## config.mk

```make
export PLATFORM = sky130hd
export DESIGN_NAME = mem_stage
export DESIGN_NICKNAME = d
export VERILOG_FILES = /design/src/rtl/mem_stage_pkg.sv /design/src/rtl/mem_align.sv /design/src/rtl/mem_stage.sv
export SDC_FILE = /design/constraint.sdc
export NUM_CORES = 1
export LEC_CHECK = 0
export ABC_CLOCK_PERIOD_IN_PS = 2320
export CORE_MARGIN = 10
export CORE_UTILIZATION = 45
export DETAILED_ROUTE_END_ITERATION = 7
export PLACE_DENSITY_LB_ADDON = 0.15
export SYNTH_ARGS = -nofsm -noshare
export SYNTH_HDL_FRONTEND = slang
export SYNTH_SLANG_ARGS = --single-unit
```

## constraint.sdc

```tcl
create_clock -name clk -period 2.32 [get_ports clk]
set_input_delay 0.232 -clock clk [delete_from_list [all_inputs] [get_ports clk]]
set_output_delay 0.232 -clock clk [all_outputs]
set_load 0.02 [all_outputs]
```

## src/rtl/mem_stage_pkg.sv

```systemverilog
// Shared core package: pipeline width defaults, memory-op/size encodings and
// the memory-stage FSM state type.
package mem_stage_pkg;

    localparam int unsigned WORD_W = 32;
    localparam int unsigned ADDR_W = 16;
    localparam int unsigned RD_W   = 5;

    typedef enum logic [1:0] {
        MOP_NONE  = 2'b00,
        MOP_LOAD  = 2'b01,
        MOP_STORE = 2'b10,
        MOP_RSVD  = 2'b11
    } mop_e;

    typedef enum logic [1:0] {
        SZ_BYTE = 2'b00,
        SZ_HALF = 2'b01,
        SZ_WORD = 2'b10,
        SZ_RSVD = 2'b11
    } size_e;

    typedef enum logic {
        ST_IDLE = 1'b0,
        ST_REQ  = 1'b1
    } state_e;

endpackage

```

## src/rtl/mem_align.sv

```systemverilog
// Byte-lane steering for stores and lane extraction/extension for loads.
module mem_align
    import mem_stage_pkg::*;
#(
    parameter int unsigned WORD = 32,
    parameter int unsigned LB   = $clog2(WORD/8)
) (
    input  logic [LB-1:0]     addr,   // byte offset within the word
    input  size_e             size,
    input  logic              sext,
    input  logic [WORD-1:0]   sdata,
    input  logic [WORD-1:0]   rdata,
    output logic [WORD/8-1:0] be,
    output logic [WORD-1:0]   wdata,
    output logic [WORD-1:0]   ldata
);

    localparam int unsigned NB = WORD / 8;

    logic [LB+2:0]   sh;
    logic [WORD-1:0] rsh;

    assign sh  = {addr, 3'b000};
    assign rsh = rdata >> sh;

    always_comb begin
        be    = '0;
        wdata = '0;
        ldata = '0;
        case (size)
            SZ_BYTE: begin
                be    = NB'(1) << addr;
                wdata = {NB{sdata[7:0]}};
                ldata = {{(WORD-8){sext & rsh[7]}}, rsh[7:0]};
            end
            SZ_HALF: begin
                be    = NB'(3) << addr;
                wdata = {(NB/2){sdata[15:0]}};
                ldata = {{(WORD-16){sext & rsh[15]}}, rsh[15:0]};
            end
            SZ_WORD: begin
                be    = '1;
                wdata = sdata;
                ldata = rsh;
            end
            default: ;
        endcase
    end

endmodule

```

## src/rtl/mem_stage.sv

```systemverilog
// Memory pipeline stage: issues one load/store to memory with timeout, or
// passes ALU results straight to register-file writeback.
module mem_stage
    import mem_stage_pkg::*;
#(
    parameter int unsigned WORD = WORD_W,
    parameter int unsigned ADDR = ADDR_W,
    parameter int unsigned W_RD = RD_W,
    parameter int unsigned TMO  = 255
) (
    input  logic              clk,
    input  logic              rst,
    input  logic              v_i,
    output logic              stall_o,
    input  logic [1:0]        mop_i,
    input  logic [1:0]        size_i,
    input  logic              sext_i,
    input  logic [ADDR-1:0]   addr_i,
    input  logic [WORD-1:0]   sdata_i,
    input  logic              wb_i,
    input  logic [W_RD-1:0]   rd_num_i,
    input  logic [WORD-1:0]   rd_data_i,
    output logic              wb_o,
    output logic [W_RD-1:0]   rd_num_o,
    output logic [WORD-1:0]   rd_data_o,
    output logic              req_o,
    output logic              we_o,
    output logic [ADDR-1:0]   maddr_o,
    output logic [WORD/8-1:0] be_o,
    output logic [WORD-1:0]   wdata_o,
    input  logic              ack_i,
    input  logic [WORD-1:0]   rdata_i,
    output logic              err_o
);

    localparam int unsigned LB = $clog2(WORD/8);
    localparam int unsigned CW = $clog2(TMO+1);

    state_e          state;
    logic [CW-1:0]   cnt;
    logic            load_q;
    logic            sext_q;
    size_e           size_q;
    logic [LB-1:0]   lane_q;
    logic [W_RD-1:0] rd_q;

    mop_e            mop;
    size_e           size;
    logic            misal;
    logic [LB-1:0]   al_lane;
    size_e           al_size;
    logic            al_sext;
    logic [WORD/8-1:0] al_be;
    logic [WORD-1:0] al_wdata;
    logic [WORD-1:0] al_ldata;

    assign mop     = mop_e'(mop_i);
    assign size    = size_e'(size_i);
    assign stall_o = (state == ST_REQ);

    // In REQ the aligner works on the latched op so the load lane can be extracted on ack.
    assign al_lane = stall_o ? lane_q : addr_i[LB-1:0];
    assign al_size = stall_o ? size_q : size;
    assign al_sext = stall_o ? sext_q : sext_i;

    always_comb begin
        misal = 1'b0;
        case (size)
            SZ_HALF: misal = addr_i[0];
            SZ_WORD: misal = |addr_i[LB-1:0];
            SZ_RSVD: misal = 1'b1;
            default: ;
        endcase
    end

    mem_align #(
        .WORD (WORD),
        .LB   (LB)
    ) u_align (
        .addr  (al_lane),
        .size  (al_size),
        .sext  (al_sext),
        .sdata (sdata_i),
        .rdata (rdata_i),
        .be    (al_be),
        .wdata (al_wdata),
        .ldata (al_ldata)
    );

    always_ff @(posedge clk or negedge rst) begin
        if (!rst) begin
            state     <= ST_IDLE;
            cnt       <= '0;
            load_q    <= 1'b0;
            sext_q    <= 1'b0;
            size_q    <= SZ_BYTE;
            lane_q    <= '0;
            rd_q      <= '0;
            wb_o      <= 1'b0;
            rd_num_o  <= '0;
            rd_data_o <= '0;
            req_o     <= 1'b0;
            we_o      <= 1'b0;
            maddr_o   <= '0;
            be_o      <= '0;
            wdata_o   <= '0;
            err_o     <= 1'b0;
        end else begin
            wb_o  <= 1'b0;
            err_o <= 1'b0;
            case (state)
                ST_IDLE: begin
                    if (v_i) begin
                        case (mop)
                            MOP_NONE: begin
                                wb_o      <= wb_i;
                                rd_num_o  <= rd_num_i;
                                rd_data_o <= rd_data_i;
                            end
                            MOP_LOAD, MOP_STORE: begin
                                if (misal) begin
                                    err_o <= 1'b1;
                                end else begin
                                    state   <= ST_REQ;
                                    cnt     <= CW'(TMO);
                                    req_o   <= 1'b1;
                                    we_o    <= (mop == MOP_STORE);
                                    maddr_o <= {addr_i[ADDR-1:LB], {LB{1'b0}}};
                                    be_o    <= al_be;
                                    wdata_o <= al_wdata;
                                    load_q  <= (mop == MOP_LOAD);
                                    sext_q  <= sext_i;
                                    size_q  <= size;
                                    lane_q  <= addr_i[LB-1:0];
                                    rd_q    <= rd_num_i;
                                end
                            end
                            default: err_o <= 1'b1;
                        endcase
                    end
                end
                ST_REQ: begin
                    // Ack takes priority over a simultaneous timeout expiry.
                    if (ack_i) begin
                        state <= ST_IDLE;
                        req_o <= 1'b0;
                        we_o  <= 1'b0;
                        if (load_q) begin
                            wb_o      <= 1'b1;
                            rd_num_o  <= rd_q;
                            rd_data_o <= al_ldata;
                        end
                    end else if (cnt == CW'(1)) begin
                        state <= ST_IDLE;
                        req_o <= 1'b0;
                        we_o  <= 1'b0;
                        err_o <= 1'b1;
                    end else begin
                        cnt <= cnt - CW'(1);
                    end
                end
                default: state <= ST_IDLE;
            endcase
        end
    end

endmodule

```

==> key figures, run 1 <==
Die
  – IO Pins: roughly 220
  – Starting Density: between 40 and 50%
  – Std-Cell Rows: between 40 and 50
  – Die area: 18,370 um2
  – Die width: between 100 and 150 um
  – Core area: ~13,000 um2
  – Die height: roughly 140 um

Yosys
  – YS warnings: 0
  – Post-synth top area share: 46.25%
  – Cells after Synth: around 660
  – Synthesis-stage register bit count: ~110
  – Xor and xnor fraction of the mapped netlist area: less than 1%
  – Post-synth EDFFs: 0
  – Synthesized area: 6006 um2
  – Post-synthesis mux area share: a little under a tenth
  – Synth Area in Compound Gates: 18.69%
  – Async S/R FF share, synth: 100.0%
  – Main combinational cell family by area after synthesis: simple AND/OR/NAND/NOR gates
  – Post-synthesis adder-cell area fraction: under 10%
  – Sequential element share of the synthesized area: between 40% and 50%
  – Leading area contributor after synthesis: dfrtp_1
  – Synthesized area per cell: 9.127 um2
  – Most used DFF post-synth: dfrtp_1
  – Count of different cell masters after synthesis: 51
  – Synth top cells by count: nand2_1, dfrtp_1, nor2_1
  – Largest cells by area after synthesis: dfrtp_1, nand2_1, mux2_2
  – Simple-gate share of the synthesized area: 19.54%
  – Most common cell in the netlist: nand2_1

Cells and area
  – FILL cells: around 1,000
  – Multi-input gate area: 2999 um2
  – Inserted Diodes: 0
  – Area growth syn-to-layout: 48.19%
  – Utilization after layout: approximately two thirds
  – Final instance count without filler cells: 1,063
  – Final #Nets: approximately 1,000
  – Layout cells sized above 1: 12.29%
  – Register area: 2779 um2

Timing
  – Crit share post-route: a little over nine tenths
  – Worst Skew: approximately 0.0059 ns
  – Setup violators final: 0
  – Slew Viols, Final: 0
  – Final Hold Vio Count: 0
  – Fmax: approximately 450 MHz
  – Worst-Margin Slew: 0.6211 ns
  – Crit path time final: roughly 2.2 ns
  – Worst rel slew slack: between 50% and 60%
  – Fin Setup TNS: 0 ns
  – RSZ-0062 raised after global routing: no

Global routing
  – Vias in the first global route: 6,064
  – Congestion Overflow GR: 0
  – First-pass GRT wire length: roughly 33,000 um
  – Largest net degree at the start of global routing: 52
  – Antenna violations before repair: 0
  – Total Routing Usage GR: 22.37%

Power
  – Lkg Pwr: ~3.8 nW
  – Pwr Total: a little over 8 mW
  – PD cells: 921.0 nW/um2
  – Maximum vdd drop: between 0.0005 and 0.0006 V

Clocking
  – CTS H-Tree Depth: 3
  – Inserted Clock Buffers: 9
  – CTS tree: yes
  – Clock transition at path regs: around 0.070 ns
  – Worst skew pair latency: between 0.3 and 0.4 ns
  – Clock sink total: around 110
  – Root Driver: clkbuf_16
  – CTS Buffer Depth: 2

Setup path
  – Crit start category: flop
  – Crit path DAT: approximately 2.5 ns
  – Worst r2r dst: rd_data_o[25]
  – Setup CP Type: reg -> reg
  – RR Startpoint: stall_o
  – CP required: roughly 2.6 ns
  – Crit path launch: stall_o
  – Worst-path maximum fanout: 16
  – Critical Path End Type: flop
  – R2R Setup Slk: 0.11 ns
  – Critical Path Sink: rd_data_o[25]
  – Depth of the most critical reg-to-reg path: 7

Placed design
  – DP Cell Count: between 1,000 and 1,500
  – IO buf count: roughly 220
  – RePlAce Congestion: 0.9566
  – Dpl hpwl: 15,830 um

Routing
  – WL/cell: between 15 and 20 um
  – 1st-iter DRT viols: approximately 370
  – Pre-antenna DRT Iters: 7
  – Drc violations: 0
  – Final wirelength: around 21,000 um
  – Routed Antenna Nets: 0
  – DR vias/cell: around 5.5
  – Vias post-DR: about 6,000

Outcome
  – Status: finished, final reports clean

Job
  – Number of max-cap violations: 0

Min path
  – Hold Crit Class: in -> reg
[cell families (layout without fill, tap and decap cells)]
group,after synthesis,in the layout
AOI/OAI and AO/OA,158,158
xor gates and xnor gates,5,5
adders and majority gates,5,5
buffers and inverters,53,281
DFF,111,111
muxes,51,51
other,1,2
and+or+nand+nor,274,274
[sequential cells by signal (all words and copies together), names as in the netlist]
signal / count
rd_data_o: 32
wdata_o: 32
maddr_o: 14
cnt: 8
rd_num_o: 5
rd_q: 5
be_o: 4
lane_q: 2
size_q: 2
err_o: 1
load_q: 1
req_o: 1
sext_q: 1
stall_o: 1
wb_o: 1
we_o: 1
[worst min-delay path by stage]
| stage | start | endpoint | slack, ns | cells past startpoint |
|---|---|---|---|---|
| 5_1_grt | addr_i[4] | maddr_o[4] | 0.40 | 3 |
| 3_5_place_dp | rst | rd_num_o[1] | 0.28 | 1 |
| 6_report | addr_i[7] | maddr_o[7] | 0.40 | 3 |
| 3_3_place_gp | rst | rd_num_o[1] | 0.28 | 1 |
| 2_1_floorplan | rst | be_o[0] | -0.06 | 0 |
| 4_1_cts | addr_i[2] | maddr_o[2] | 0.39 | 3 |
[layer usage]
metal | vias to the layer above | part of all wire, % | global-route usage, %
li1 | 2735 | - | -
met1 | 2814 | 42 | 28.07
met2 | 263 | 45 | 34.18
met3 | 28 | 11 | 10.01
met4 | 0 | 1.9 | 6.160
met5 | - | 0 | 0
[worst max-delay path: stages, from the launching register on]
cell and delay [ns]:
dfrtp_2 0.46, buf_4 0.22, nand2b_1 0.22, or3b_2 0.52, a221oi_4 0.32, a211oi_4 0.08, buf_12 0.16, a31oi_1 0.15
[report_power, final]
part           leakage [nW]  switching [mW]  total (mW)  internal (mW)
clock network         0.150           0.750        1.66          0.907
logic                  2.33            1.89        3.60           1.71
registers              1.33           0.413        2.94           2.53
total                  3.81            3.05        8.20           5.14
[layout by cell type, fill, tap and decap left out, types with 3 or more instances in the layout]
cell type,n
a31oi_2,3
buf_12,6
dfrtp_1,110
buf_4,34
o21ai_0,33
a221oi_1,23
ha_1,5
a21oi_2,7
a22oi_1,8
nand2b_1,8
a31oi_1,9
or3_1,10
xnor2_1,3
nor2_1,65
and3_1,10
clkdlybuf4s50_1,217
nand2_1,149
mux2_2,24
nor2b_1,14
a21oi_1,47
nor3_1,5
mux2i_1,24
inv_1,7
clkbuf_16,9
o2bb2ai_1,7
[repair_timing]
action	CTS	global route
gates resized for setup	0	4
buffers inserted	1	0
cloned	0	0
hold endpoints to repair	42	0
hold buffers	1	0
endpoints found under the setup margin	9	16
pin swaps	1	0
[stage by stage]
stage	worst slack, ns	hold slack [ns]	instance area (um2)
final	0.1074	0.3967	8900
after global routing	0.01441	0.4036	8900
after CTS	0.07977	0.3916	8884
after detailed placement	-0.3370	0.2822	8536
after global placement	-0.1804	0.2752	8536
after floorplan	0.1515	-0.06359	6010
[area by class of cell]
class | count | share of cell area, %
Multi-Input combinational cell | 495 | 33.70
Tap cell | 176 | 2.474
Clock inverter | 5 | 0.7311
Clock buffer | 11 | 2.840
Timing Repair Buffer | 258 | 28.74
Sequential cell | 111 | 31.22
Inverter | 7 | 0.2952
Note: power is estimated with default switching activity, not from simulation.
==> run 2: changes to the inputs <==
--- a/config.mk
+++ b/config.mk
@@ -12,4 +12,5 @@
 export PLACE_DENSITY_LB_ADDON = 0.15
 export SYNTH_ARGS = -nofsm -noshare
 export SYNTH_HDL_FRONTEND = slang
+export SYNTH_HIERARCHICAL = 1
 export SYNTH_SLANG_ARGS = --single-unit
==> key figures, run 2 <==
Global routing
  – Total Routing Usage GR: 20.92% (-1.4 points)
  – Congestion Overflow GR: 0 (unchanged)
  – First-pass GRT wire length: 30,190 um (-8.0%)
  – Vias in the first global route: 5,485 (-9.5%)
  – Largest net degree at the start of global routing: 75 (+44%)
  – Antenna violations before repair: 0 (unchanged)

Clocking
  – Root Driver: clkbuf_16
  – Inserted Clock Buffers: 9 (unchanged)
  – CTS H-Tree Depth: 3 (unchanged)
  – Clock sink total: 111 (unchanged)
  – Worst skew pair latency: 0.36 ns (about the same)
  – CTS Buffer Depth: 2 (unchanged)
  – Clock transition at path regs: 0.07 ns (about the same)
  – CTS tree: yes

Routing
  – Drc violations: 0 (unchanged)
  – DR vias/cell: 5.298 (-3.6%)
  – Vias post-DR: 5,187 (-11%)
  – 1st-iter DRT viols: 259 (-30%)
  – WL/cell: 19.84 um (+0.89%)
  – Pre-antenna DRT Iters: 4 (-3)
  – Routed Antenna Nets: 0 (unchanged)
  – Final wirelength: 19,420 um (-7.1%)

Setup path
  – Worst-path maximum fanout: 43 (+27)
  – Critical Path End Type: output pin
  – Setup CP Type: reg -> out
  – Crit path DAT: 2.01 ns (-0.48 ns)
  – CP required: 2.09 ns (-0.51 ns)
  – Crit start category: flop

Cells and area
  – Inserted Diodes: 0 (unchanged)
  – Fin area: 9006 um2 (+1.2%)
  – Layout cells sized above 1: 12.20% (-0.084 points)
  – Final #Nets: 930 (-8.3%)
  – Area growth syn-to-layout: 50.21%
  – Commonest non-fill, non-tap cell in the layout: clkdlybuf4s50_1
  – Registers with the most flip-flops: rd_data_o (32), wdata_o (32), maddr_o (14)
  – Most frequent cells in the layout: clkdlybuf4s50_1, dfrtp_1, nand2_1, mux2_1, mux2i_1

Yosys
  – YS warnings: 6 (+6)
  – Synthesized area per cell: 10.67 um2 (+17%)
  – Synth top cells by count: dfrtp_1, nand2_1, mux2_1
  – Synthesis-stage register bit count: 111 (unchanged)
  – Synth Area in Compound Gates: 13.08% (-5.6 points)
  – Post-synthesis mux area share: 23.75% (+14 points)
  – Leading area contributor after synthesis: dfrtp_1
  – Most used DFF post-synth: dfrtp_1
  – Sequential element share of the synthesized area: 46.33% (+0.077 points)
  – Main combinational cell family by area after synthesis: multiplexers
  – Most common cell in the netlist: dfrtp_1
  – Post-synth EDFFs: 0 (unchanged)
  – Async S/R FF share, synth: 100.0% (unchanged)
  – Post-synth top area share: 46.33% (+0.077 points)
  – Synthesized area: 5996 um2 (-0.17%)
  – Simple-gate share of the synthesized area: 10.73% (-8.8 points)
  – Cells after Synth: 562 (-15%)
  – Largest cells by area after synthesis: dfrtp_1, mux2_1, mux2i_1
  – Count of different cell masters after synthesis: 53 (+3.9%)
  – Xor and xnor fraction of the mapped netlist area: 0.2922% (-0.44 points)
  – Post-synthesis adder-cell area fraction: 1.043% (+0.0017 points)

Die
  – IO Pins: 221 (unchanged)
  – Std-Cell Rows: 42 (unchanged)
  – Starting Density: 45.64% (-0.076 points)
  – Die width: 135.4 um (about the same)
  – Core area: 13,140 um2 (unchanged)
  – Die area: 18,340 um2 (-0.14%)
  – Die height: 135.4 um (about the same)

Timing
  – WHS: 0.3568 ns (-0.03986 ns)
  – Worst-Margin Slew: 0.5564 ns (-0.06478 ns)
  – Final Hold Vio Count: 0 (unchanged)
  – Fmax: 445.1 MHz (-1.5%)
  – Setup violators final: 0 (unchanged)
  – Crit share post-route: 96.84% (+1.5 points)
  – Crit path time final: 2.247 ns (+0.03408 ns)
  – Worst rel slew slack: 62.91% (+4.4 points)
  – Worst Skew: 0.01064 ns (+0.004785 ns)
  – RSZ-0062 raised after global routing: yes
  – Slew Viols, Final: 0 (unchanged)

Job
  – Number of max-cap violations: 0 (unchanged)

Placed design
  – RePlAce Congestion: 0.8543 (-11%)
  – Dpl cell area: 8573 um2 (+0.44%)
  – IO buf count: 218 (unchanged)
  – Dpl hpwl: 14,890 um (-5.9%)

Power
  – PD cells: 907.3 nW/um2 (-1.5%)
  – Lkg Pwr: 3.939 nW (+3.4%)
  – Maximum vdd drop: 0.0005434 V (-7.0%)

Outcome
  – Status: finished, final reports clean

Min path
  – Hold Crit Class: in -> async
[run 2: changes by cell type after synthesis, moves of 11 or more]
cell      before  now
a211oi_1       0   16
a21oi_1       47    6
mux2i_1       25   56
a221oi_1      23    0
nand2_1      149   70
mux2_2        24   12
nor2_1        66   24
and3_1        11    0
a21o_1         1   16
mux2_1         0   62
o21ai_1        1   18
[run 2: path summary, 6_finish.rpt]
kind	cells after the start	slack, ns	to	from
worst max-delay path	3	0.07	stall_o	stall_o
worst min-delay path	2	0.36	cnt[5]	rst
worst max register to register	9	0.08	rd_data_o[30]	stall_o
worst min register to register	1	0.48	sext_q	sext_q
max in group asynchronous	3	1.05	rd_data_o[12]	rst
min in group clk	3	0.44	wb_o	wb_i
[run 2: metrics by stage]
stage	total power [mW]	cells	setup WS, ns	utilization (%)	TNS (ns)
6_report	8.172	979	0.07327	68.55	0
2_1_floorplan	4.717	563	0.005543	-	0
4_1_cts	8.190	973	0.004974	67.59	0
3_3_place_gp	6.526	956	-0.1335	65.26	-1.681
5_1_grt	8.651	979	-0.01988	68.55	-0.04227
3_5_place_dp	6.631	956	-0.2265	65.26	-3.440
[run 2: kinds of logic after synthesis]
| kind of cell | Yosys count |
|---|---|
| AND/OR/NAND/NOR | 135 |
| multiplexers | 132 |
| AO/OA/AOI/OAI | 120 |
| flip-flops | 111 |
| buffers and inverters | 56 |
| adder cells (fa/ha/maj) | 5 |
| XOR/XNOR | 2 |
| other | 1 |
[run 2: layer usage]
metal,track usage [%],part of all wire (%),vias up
met2,34.40,48,190
li1,-,-,2465
met1,24.95,41,2506
met5,0,0,-
met3,7.085,9.0,26
met4,7.476,2.1,0
[run 2: worst max-delay path, cell delays in order, from the launching register on]
cell,delay [ns]
dfrtp_2,0.42
buf_4,0.13
clkbuf_8,0.40
clkdlybuf4s50_1,0.70
[run 2: final cells by class]
cell class | count | area [um2]
clock inverters | 3 | 26.28
repair buffers | 264 | 2625
multi-input cells | 396 | 3035
well taps | 176 | 220.2
flip-flops and latches | 111 | 2779
clock buffers | 13 | 260.3
inverters | 16 | 60.06
fillers | 1026 | 4131
[run 2: where the power goes]
group          leakage [nW]  internal (mW)  total (mW)  switching (mW)
sequential             1.35           2.57        2.93           0.366
combinational          2.46           1.87        3.71            1.84
clock                 0.134          0.797        1.53           0.732
total                  3.94           5.24        8.17            2.94
[run 2: repair_timing]
item                                    4_1_cts  5_1_grt
pin swaps                                     0        3
setup buffers                                 0        6
endpoints found under the setup margin        2       29
hold buffers                                  1        0
gates resized for setup                       2       21
endpoints found under the hold margin        28        0
